## src/rtl/dcache_write_buffer_pkg.sv

```systemverilog
// dcache_write_buffer_pkg: shared constants and the drain FSM encoding for the DCache write-back buffer.
// Line geometry: 8 x 32-bit words per line; the tag is address bits [31:5].
// No logic lives here; both the top and the CAM import it.
package dcache_write_buffer_pkg;

  localparam int WB_DEPTH   = 4;
  localparam int WB_LINE_W  = 256;
  localparam int WB_ADDR_W  = 32;
  localparam int WB_TAG_LSB = 5;

  localparam logic VALID   = 1'b1;
  localparam logic INVALID = 1'b0;

  typedef enum logic {
    STATE_WB_IDLE  = 1'b0,
    STATE_WB_DRAIN = 1'b1
  } wb_state_e;

endpackage

```

## src/rtl/wb_addr_cam.sv

```systemverilog
// wb_addr_cam: DEPTH-way tag comparator returning a one-hot (or multi-hot) match vector.
// Purely combinational, zero latency; no flow control.
// Only valid entries can match; priority selection is left to the caller.
module wb_addr_cam
  import dcache_write_buffer_pkg::*;
#(
  parameter int DEPTH = WB_DEPTH,
  parameter int TAG_W = WB_ADDR_W - WB_TAG_LSB
) (
  input  logic [DEPTH-1:0]       valid_i,
  input  logic [DEPTH*TAG_W-1:0] tags_i,
  input  logic [TAG_W-1:0]       tag_i,
  output logic [DEPTH-1:0]       match_o
);

  // Compare the probe tag against every stored tag in parallel.
  always_comb begin
    match_o = '0;
    for (int i = 0; i < DEPTH; i++) begin
      match_o[i] = valid_i[i] && (tags_i[i*TAG_W +: TAG_W] == tag_i);
    end
  end

endmodule

```

## src/rtl/dcache_write_buffer.sv

```systemverilog
// dcache_write_buffer: circular FIFO of evicted dirty lines, drained one line at a time to the AXI cached-write port.
// Push to empty flag: 1 cycle; push to axi_data_wen_o: 2 cycles; lookup is combinational.
// Optional macro WB_FORWARD_EN adds lookup forwarding and in-place merge; a non-merging push when full is dropped.
module dcache_write_buffer
  import dcache_write_buffer_pkg::*;
#(
  parameter int DEPTH  = WB_DEPTH,
  parameter int LINE_W = WB_LINE_W,
  parameter int ADDR_W = WB_ADDR_W
) (
  input  logic              clk,
  input  logic              rst,
  input  logic              wb_push_i,
  input  logic [ADDR_W-1:0] wb_push_addr_i,
  input  logic [LINE_W-1:0] wb_push_data_i,
  output logic              wb_full_o,
  output logic              wb_empty_o,
  input  logic [ADDR_W-1:0] wb_lookup_addr_i,
  output logic              wb_hit_o,
  output logic [LINE_W-1:0] wb_hit_data_o,
  output logic              axi_data_wen_o,
  output logic [ADDR_W-1:0] axi_data_awaddr_o,
  output logic [LINE_W-1:0] axi_data_wdata_o,
  input  logic              axi_data_bvalid_i
);

  localparam int PTR_W = $clog2(DEPTH);
  localparam int CNT_W = PTR_W + 1;
  localparam int TAG_W = ADDR_W - WB_TAG_LSB;
  localparam logic [CNT_W-1:0] CNT_FULL = CNT_W'(DEPTH);

  logic [DEPTH-1:0]  valid_q, valid_d;
  logic [TAG_W-1:0]  tag_q  [DEPTH];
  logic [TAG_W-1:0]  tag_d  [DEPTH];
  logic [LINE_W-1:0] data_q [DEPTH];
  logic [LINE_W-1:0] data_d [DEPTH];
  logic [PTR_W-1:0]  head_q, head_d, tail_q, tail_d;
  logic [CNT_W-1:0]  count_q, count_d;
  wb_state_e         state_q, state_d;

  logic [TAG_W-1:0]  push_tag;
  logic [DEPTH-1:0]  merge_vec;
  logic              push_merge;
  logic              push_append;
  logic              pop;

  assign push_tag    = wb_push_addr_i[ADDR_W-1:WB_TAG_LSB];
  assign push_merge  = wb_push_i && (merge_vec != '0);
  assign push_append = wb_push_i && !push_merge && (count_q != CNT_FULL);
  assign pop         = (state_q == STATE_WB_DRAIN) && axi_data_bvalid_i;

`ifdef WB_FORWARD_EN
  logic [DEPTH*TAG_W-1:0] tags_flat;
  logic [DEPTH-1:0]       push_match;
  logic [DEPTH-1:0]       lookup_match;
  logic [DEPTH-1:0]       lookup_young;
  logic [DEPTH-1:0]       lookup_sel;
  logic [DEPTH-1:0]       head_onehot;
  logic                   unused_fwd;

  // Flatten the tag array for the comparators.
  always_comb begin
    tags_flat = '0;
    for (int i = 0; i < DEPTH; i++) begin
      tags_flat[i*TAG_W +: TAG_W] = tag_q[i];
    end
  end

  wb_addr_cam #(.DEPTH(DEPTH), .TAG_W(TAG_W)) u_push_cam (
    .valid_i (valid_q),
    .tags_i  (tags_flat),
    .tag_i   (push_tag),
    .match_o (push_match)
  );

  wb_addr_cam #(.DEPTH(DEPTH), .TAG_W(TAG_W)) u_lookup_cam (
    .valid_i (valid_q),
    .tags_i  (tags_flat),
    .tag_i   (wb_lookup_addr_i[ADDR_W-1:WB_TAG_LSB]),
    .match_o (lookup_match)
  );

  assign head_onehot = DEPTH'(1) << head_q;

  // The line on the bus must stay stable, so the draining head never takes a merge.
  assign merge_vec = push_match & ~((state_q == STATE_WB_DRAIN) ? head_onehot : '0);

  // A younger duplicate of the head always holds the newer data, so prefer it.
  assign lookup_young = lookup_match & ~head_onehot;
  assign lookup_sel   = (lookup_young != '0) ? lookup_young : lookup_match;
  assign wb_hit_o     = (lookup_match != '0);

  // AND-OR data mux; yields zero when nothing is selected.
  always_comb begin
    wb_hit_data_o = '0;
    for (int i = 0; i < DEPTH; i++) begin
      if (lookup_sel[i]) wb_hit_data_o = wb_hit_data_o | data_q[i];
    end
  end

  assign unused_fwd = ^{wb_lookup_addr_i[WB_TAG_LSB-1:0], wb_push_addr_i[WB_TAG_LSB-1:0]};
`else
  logic unused_fwd;

  assign merge_vec     = '0;
  assign wb_hit_o      = 1'b0;
  assign wb_hit_data_o = '0;
  assign unused_fwd    = ^{wb_lookup_addr_i, wb_push_addr_i[WB_TAG_LSB-1:0]};
`endif

  // Next-state for entries, pointers and occupancy.
  always_comb begin
    valid_d = valid_q;
    tag_d   = tag_q;
    data_d  = data_q;
    head_d  = head_q;
    tail_d  = tail_q;
    count_d = count_q;

    if (push_append) begin
      valid_d[tail_q] = VALID;
      tag_d[tail_q]   = push_tag;
      data_d[tail_q]  = wb_push_data_i;
      tail_d          = tail_q + PTR_W'(1);
    end

    for (int i = 0; i < DEPTH; i++) begin
      if (wb_push_i && merge_vec[i]) data_d[i] = wb_push_data_i;
    end

    if (pop) begin
      valid_d[head_q] = INVALID;
      head_d          = head_q + PTR_W'(1);
    end

    case ({push_append, pop})
      2'b10:   count_d = count_q + CNT_W'(1);
      2'b01:   count_d = count_q - CNT_W'(1);
      default: count_d = count_q;
    endcase
  end

  // Drain FSM: issue the head, retire it on bvalid; wen drops in the bvalid cycle.
  always_comb begin
    state_d        = state_q;
    axi_data_wen_o = 1'b0;
    case (state_q)
      STATE_WB_IDLE: begin
        if (count_q != '0) state_d = STATE_WB_DRAIN;
      end
      STATE_WB_DRAIN: begin
        axi_data_wen_o = ~axi_data_bvalid_i;
        if (axi_data_bvalid_i) state_d = STATE_WB_IDLE;
      end
      default: state_d = STATE_WB_IDLE;
    endcase
  end

  // State registers; reset clears the entries so the bus outputs read zero.
  always_ff @(posedge clk) begin
    if (rst) begin
      state_q <= STATE_WB_IDLE;
      valid_q <= '0;
      head_q  <= '0;
      tail_q  <= '0;
      count_q <= '0;
      for (int i = 0; i < DEPTH; i++) begin
        tag_q[i]  <= '0;
        data_q[i] <= '0;
      end
    end else begin
      state_q <= state_d;
      valid_q <= valid_d;
      head_q  <= head_d;
      tail_q  <= tail_d;
      count_q <= count_d;
      for (int i = 0; i < DEPTH; i++) begin
        tag_q[i]  <= tag_d[i];
        data_q[i] <= data_d[i];
      end
    end
  end

  assign wb_empty_o        = (count_q == '0);
  assign wb_full_o         = (count_q == CNT_FULL);
  assign axi_data_awaddr_o = {tag_q[head_q], {WB_TAG_LSB{1'b0}}};
  assign axi_data_wdata_o  = data_q[head_q];

  // A non-merging push into a full buffer is a DCache protocol violation.
  always @(posedge clk) begin
    if (!rst) begin
      assert (!(wb_push_i && !push_merge && (count_q == CNT_FULL)))
        else $warning("dcache_write_buffer: push dropped, buffer full");
    end
  end

endmodule
```

## config.mk

```make
export PLATFORM = sky130hd
export DESIGN_NAME = dcache_write_buffer
export DESIGN_NICKNAME = d
export VERILOG_FILES = /design/src/rtl/dcache_write_buffer_pkg.sv /design/src/rtl/wb_addr_cam.sv /design/src/rtl/dcache_write_buffer.sv
export SDC_FILE = /design/constraint.sdc
export NUM_CORES = 2
export LEC_CHECK = 0
export ABC_CLOCK_PERIOD_IN_PS = 6500
export BUFFER_PORTS_ARGS = -buffer_cell sky130_fd_sc_hd__buf_2
export CORE_AREA = 2 2 337 339
export DETAILED_ROUTE_END_ITERATION = 10
export DIE_AREA = 0 0 339 341
export HOLD_SLACK_MARGIN = 0.06
export PLACE_DENSITY = 0.81
export SYNTH_ARGS = -nofsm -noshare
export SYNTH_HDL_FRONTEND = slang
export SYNTH_SLANG_ARGS = --single-unit
```

## constraint.sdc

```tcl
create_clock -name clk -period 6.5 [get_ports clk]
set_input_delay 0.65 -clock clk [delete_from_list [all_inputs] [get_ports clk]]
set_output_delay 0.65 -clock clk [all_outputs]
set_load 0.01 [all_outputs]
```

==> impl_metrics.json <==
{
  "synth-async-reset-ratio_pct": 0,
  "max-clock-path-buffers": 3,
  "portBuffers": 572,
  "synth_xor_area_share_pct": 0.06543,
  "root_buffer": "clkbuf_16",
  "hp-class": "in2reg",
  "synth.largest_area_cell": "dfxtp_1",
  "setup_viol": 0,
  "row_count": 123,
  "period_minus_slack_ps": 3618,
  "leakagePower_nw": 28.07,
  "syn_inst": 4629,
  "core_area_mm2": 0.1119,
  "synth_compound_area_share_pct": 0.04206,
  "clkTransAtPathRegs_ps": 60,
  "drive_gt1_share_pct": 21.25,
  "post_cts_resized": 0,
  "synth_top_area_share_pct": 42.62,
  "clk_latency_ps": 720,
  "grt-ovfl-total": 0,
  "cap_violations": 0,
  "fmax_ghz": 0.2764,
  "status": "finished clean",
  "grt_max_degree": 309,
  "die_h_um": 341,
  "synth-seq-area-share_pct": 42.62,
  "hold_viol": 0,
  "synthTopCellsByArea": "dfxtp_1 43%, mux2i_1 21%, nand2b_1 17%",
  "setup_tns_ps": 0,
  "combPwrFrac_pct": 17.6,
  "power_density_mw_per_mm2": 297.2,
  "worstPathMaxFanout": 96,
  "slew_headroom_pct": 21.44,
  "crit_path_cell_trace": "buf_12 > mux4_2 > buf_2",
  "fin_crit_sh_pct": 55.66,
  "drtAntennaViolNets": 0,
  "drtIter0Drc": 1894,
  "synth_cell_types": 29,
  "area_growth_pct": 12.19,
  "cts_hold_buf": 0,
  "grt_first_pass_wirelength_um": 191700,
  "ir_drop_mv": 0.2286,
  "clockPowerShare_pct": 39.5,
  "cts_tree": "built",
  "place_congestion": 0.7615,
  "vias": 33820,
  "drc": 0,
  "rsz0062_at_grt": "no",
  "slowest_delay_ps": 740,
  "synth_top_family_by_area": "multiplexers",
  "slew_violations": 0,
  "synth-simple-area-share_pct": 16.77,
  "place_hpwl_um": 74270,
  "routed_wl_um": 121700,
  "crit_slowest_cell": "mux4_2",
  "viasPerCell": 5.112,
  "antenna_found_initial": 38,
  "crit_required_ps": 5850,
  "nNetsFinal": 5326,
  "switching_power_mw": 4.772,
  "htree_levels": 3,
  "cts.sinks": 1140,
  "synth_mux_area_share_pct": 33.09,
  "numCtsBuffers": 117,
  "cts_setup_buffers": 0,
  "start_util_pct": 47.86,
  "fill_cells": 9434,
  "start_kind": "flop",
  "p_seq_share_pct": 42.9,
  "critical_path_class": "reg2out",
  "netSwitchingFraction_pct": 26.73,
  "max_slew.worst_pin.slew_ps": 1178,
  "p_int_mw": 13.08,
  "dieArea_mm2": 0.1156,
  "syn_avg_cell_area_um2": 11.57,
  "arrival_ps": 2970,
  "whs_ps": 266.2,
  "ys_ff_latch": 1140,
  "drtPass1Iterations": 5,
  "io_pins": 872,
  "yosys_most_used_dff": "dfxtp_1",
  "grt_pass1_vias": 35180,
  "grtUsageTotal_pct": 20.31,
  "synth_edf_count": 0,
  "reg2reg_slack_ps": 3340,
  "finalClockSkew_ps": 44.47,
  "synthAdderAreaFrac_pct": 0.1542,
  "yosysWarnings": 0,
  "critPathCaptureType": "output port",
  "synth_area_mm2": 0.05354,
  "die_x_um": 339,
  "wl_per_cell_um": 18.39
}
[power by group through the flow]
stage / Combinational, mW / Sequential [mW] / Clock [mW]
2_1_floorplan: 2.48 / 7.71 / 0
3_3_place_gp: 3.12 / 7.78 / 0
3_5_place_dp: 3.16 / 7.81 / 0
4_1_cts: 3.17 / 7.66 / 7.21
5_1_grt: 3.35 / 7.71 / 7.51
6_report: 3.14 / 7.66 / 7.06
[registers in the layout, summed over array words and instances (netlist names)]
register and count:
tag_q 108, head_q 2, data_q 1024, count_q 3
state_q 1, tail_q 2
[cells by family after synthesis]
group / after synthesis
AOI/OAI and AO/OA: 4
xor gates and xnor gates: 4
adders and majority gates: 6
buffers and inverters: 619
DFF: 1140
muxes: 1416
other: 1
and+or+nand+nor: 1439
[worst paths after layout]
kind | startpoint | depth (start not counted) | end
worst max-delay path | head_q[0]$_SDFFE_PP0P_ | 3 | axi_data_wdata_o[17]
worst max register to register | count_q[2]$_SDFFE_PP0P_ | 4 | data_q[116]$_SDFFE_PP0P_
worst min register to register | data_q[961]$_SDFFE_PP0P_ | 2 | data_q[961]$_SDFFE_PP0P_
worst min-delay path | wb_push_data_i[106] | 3 | data_q[106]$_SDFFE_PP0P_
[layout make-up]
class / count / area (um^2) / share of cell area (%)
inverter: 7 / 26.28 / 0.04374
multi-input combinational: 3131 / 27870 / 46.39
clock buffer: 170 / 3427 / 5.705
clock inverter: 45 / 696.9 / 1.160
timing repair buffer: 599 / 3288 / 5.474
antenna: 23 / 57.56 / 0.09581
tap: 1500 / 1877 / 3.124
sequential: 1140 / 22830 / 38.00
[cells in the mapped netlist (3+ instances only)]
cell type,count
buf_2,62
mux2i_1,1132
inv_1,7
nand2b_1,1415
and3_1,3
dfxtp_1,1140
mux4_2,283
buf_1,6
nor2_1,7
buf_4,340
ha_1,5
buf_6,27
xor2_1,3
clkbuf_1,177
nand3_1,5
[critical path, delay by kind of cell (launching register included)]
kind	cells	cell delay (ps)
buffers and inverters	2	780
DFF	1	630
muxes	1	740
[layer usage]
metal  GRT usage, %  vias up  share of wire [%]
met5              0        -               0.16
met2          34.71      807                 49
met4          9.046       32                3.4
met3          4.863      229                5.7
met1          24.25    16660                 41
li1               -    16090                  -
[per-stage QoR]
step	setup WS, ps	cells	total power [mW]	utilization, %	area [um^2]
6_report	2882	6615	17.85	53.69	60070
5_1_grt	2649	6612	18.57	53.68	60060
4_1_cts	2692	6592	18.04	53.64	60010
3_5_place_dp	3381	6377	10.97	49.95	55890
3_3_place_gp	3438	6377	10.90	49.95	55890
2_1_floorplan	4218	4890	10.19	-	54520
[cell usage in the layout, fill, tap and decap left out, types with 2 or more instances in the layout]
master	n
clkinv_16	4
xor2_1	3
dfxtp_4	2
buf_2	571
clkinv_8	3
clkinvlp_4	5
diode_2	23
clkinv_2	20
clkbuf_16	117
buf_4	10
inv_1	7
buf_12	17
a21oi_1	2
and3_1	2
dfxtp_1	1138
nor2_1	7
and2_1	2
mux2i_1	1132
bufinv_16	13
ha_1	5
conb_1	262
nor3_1	2
nand3_4	3
clkbuf_8	30
mux4_2	283
clkbuf_1	23
nand2b_1	1415
No activity file was read; power rests on OpenSTA's default activity.
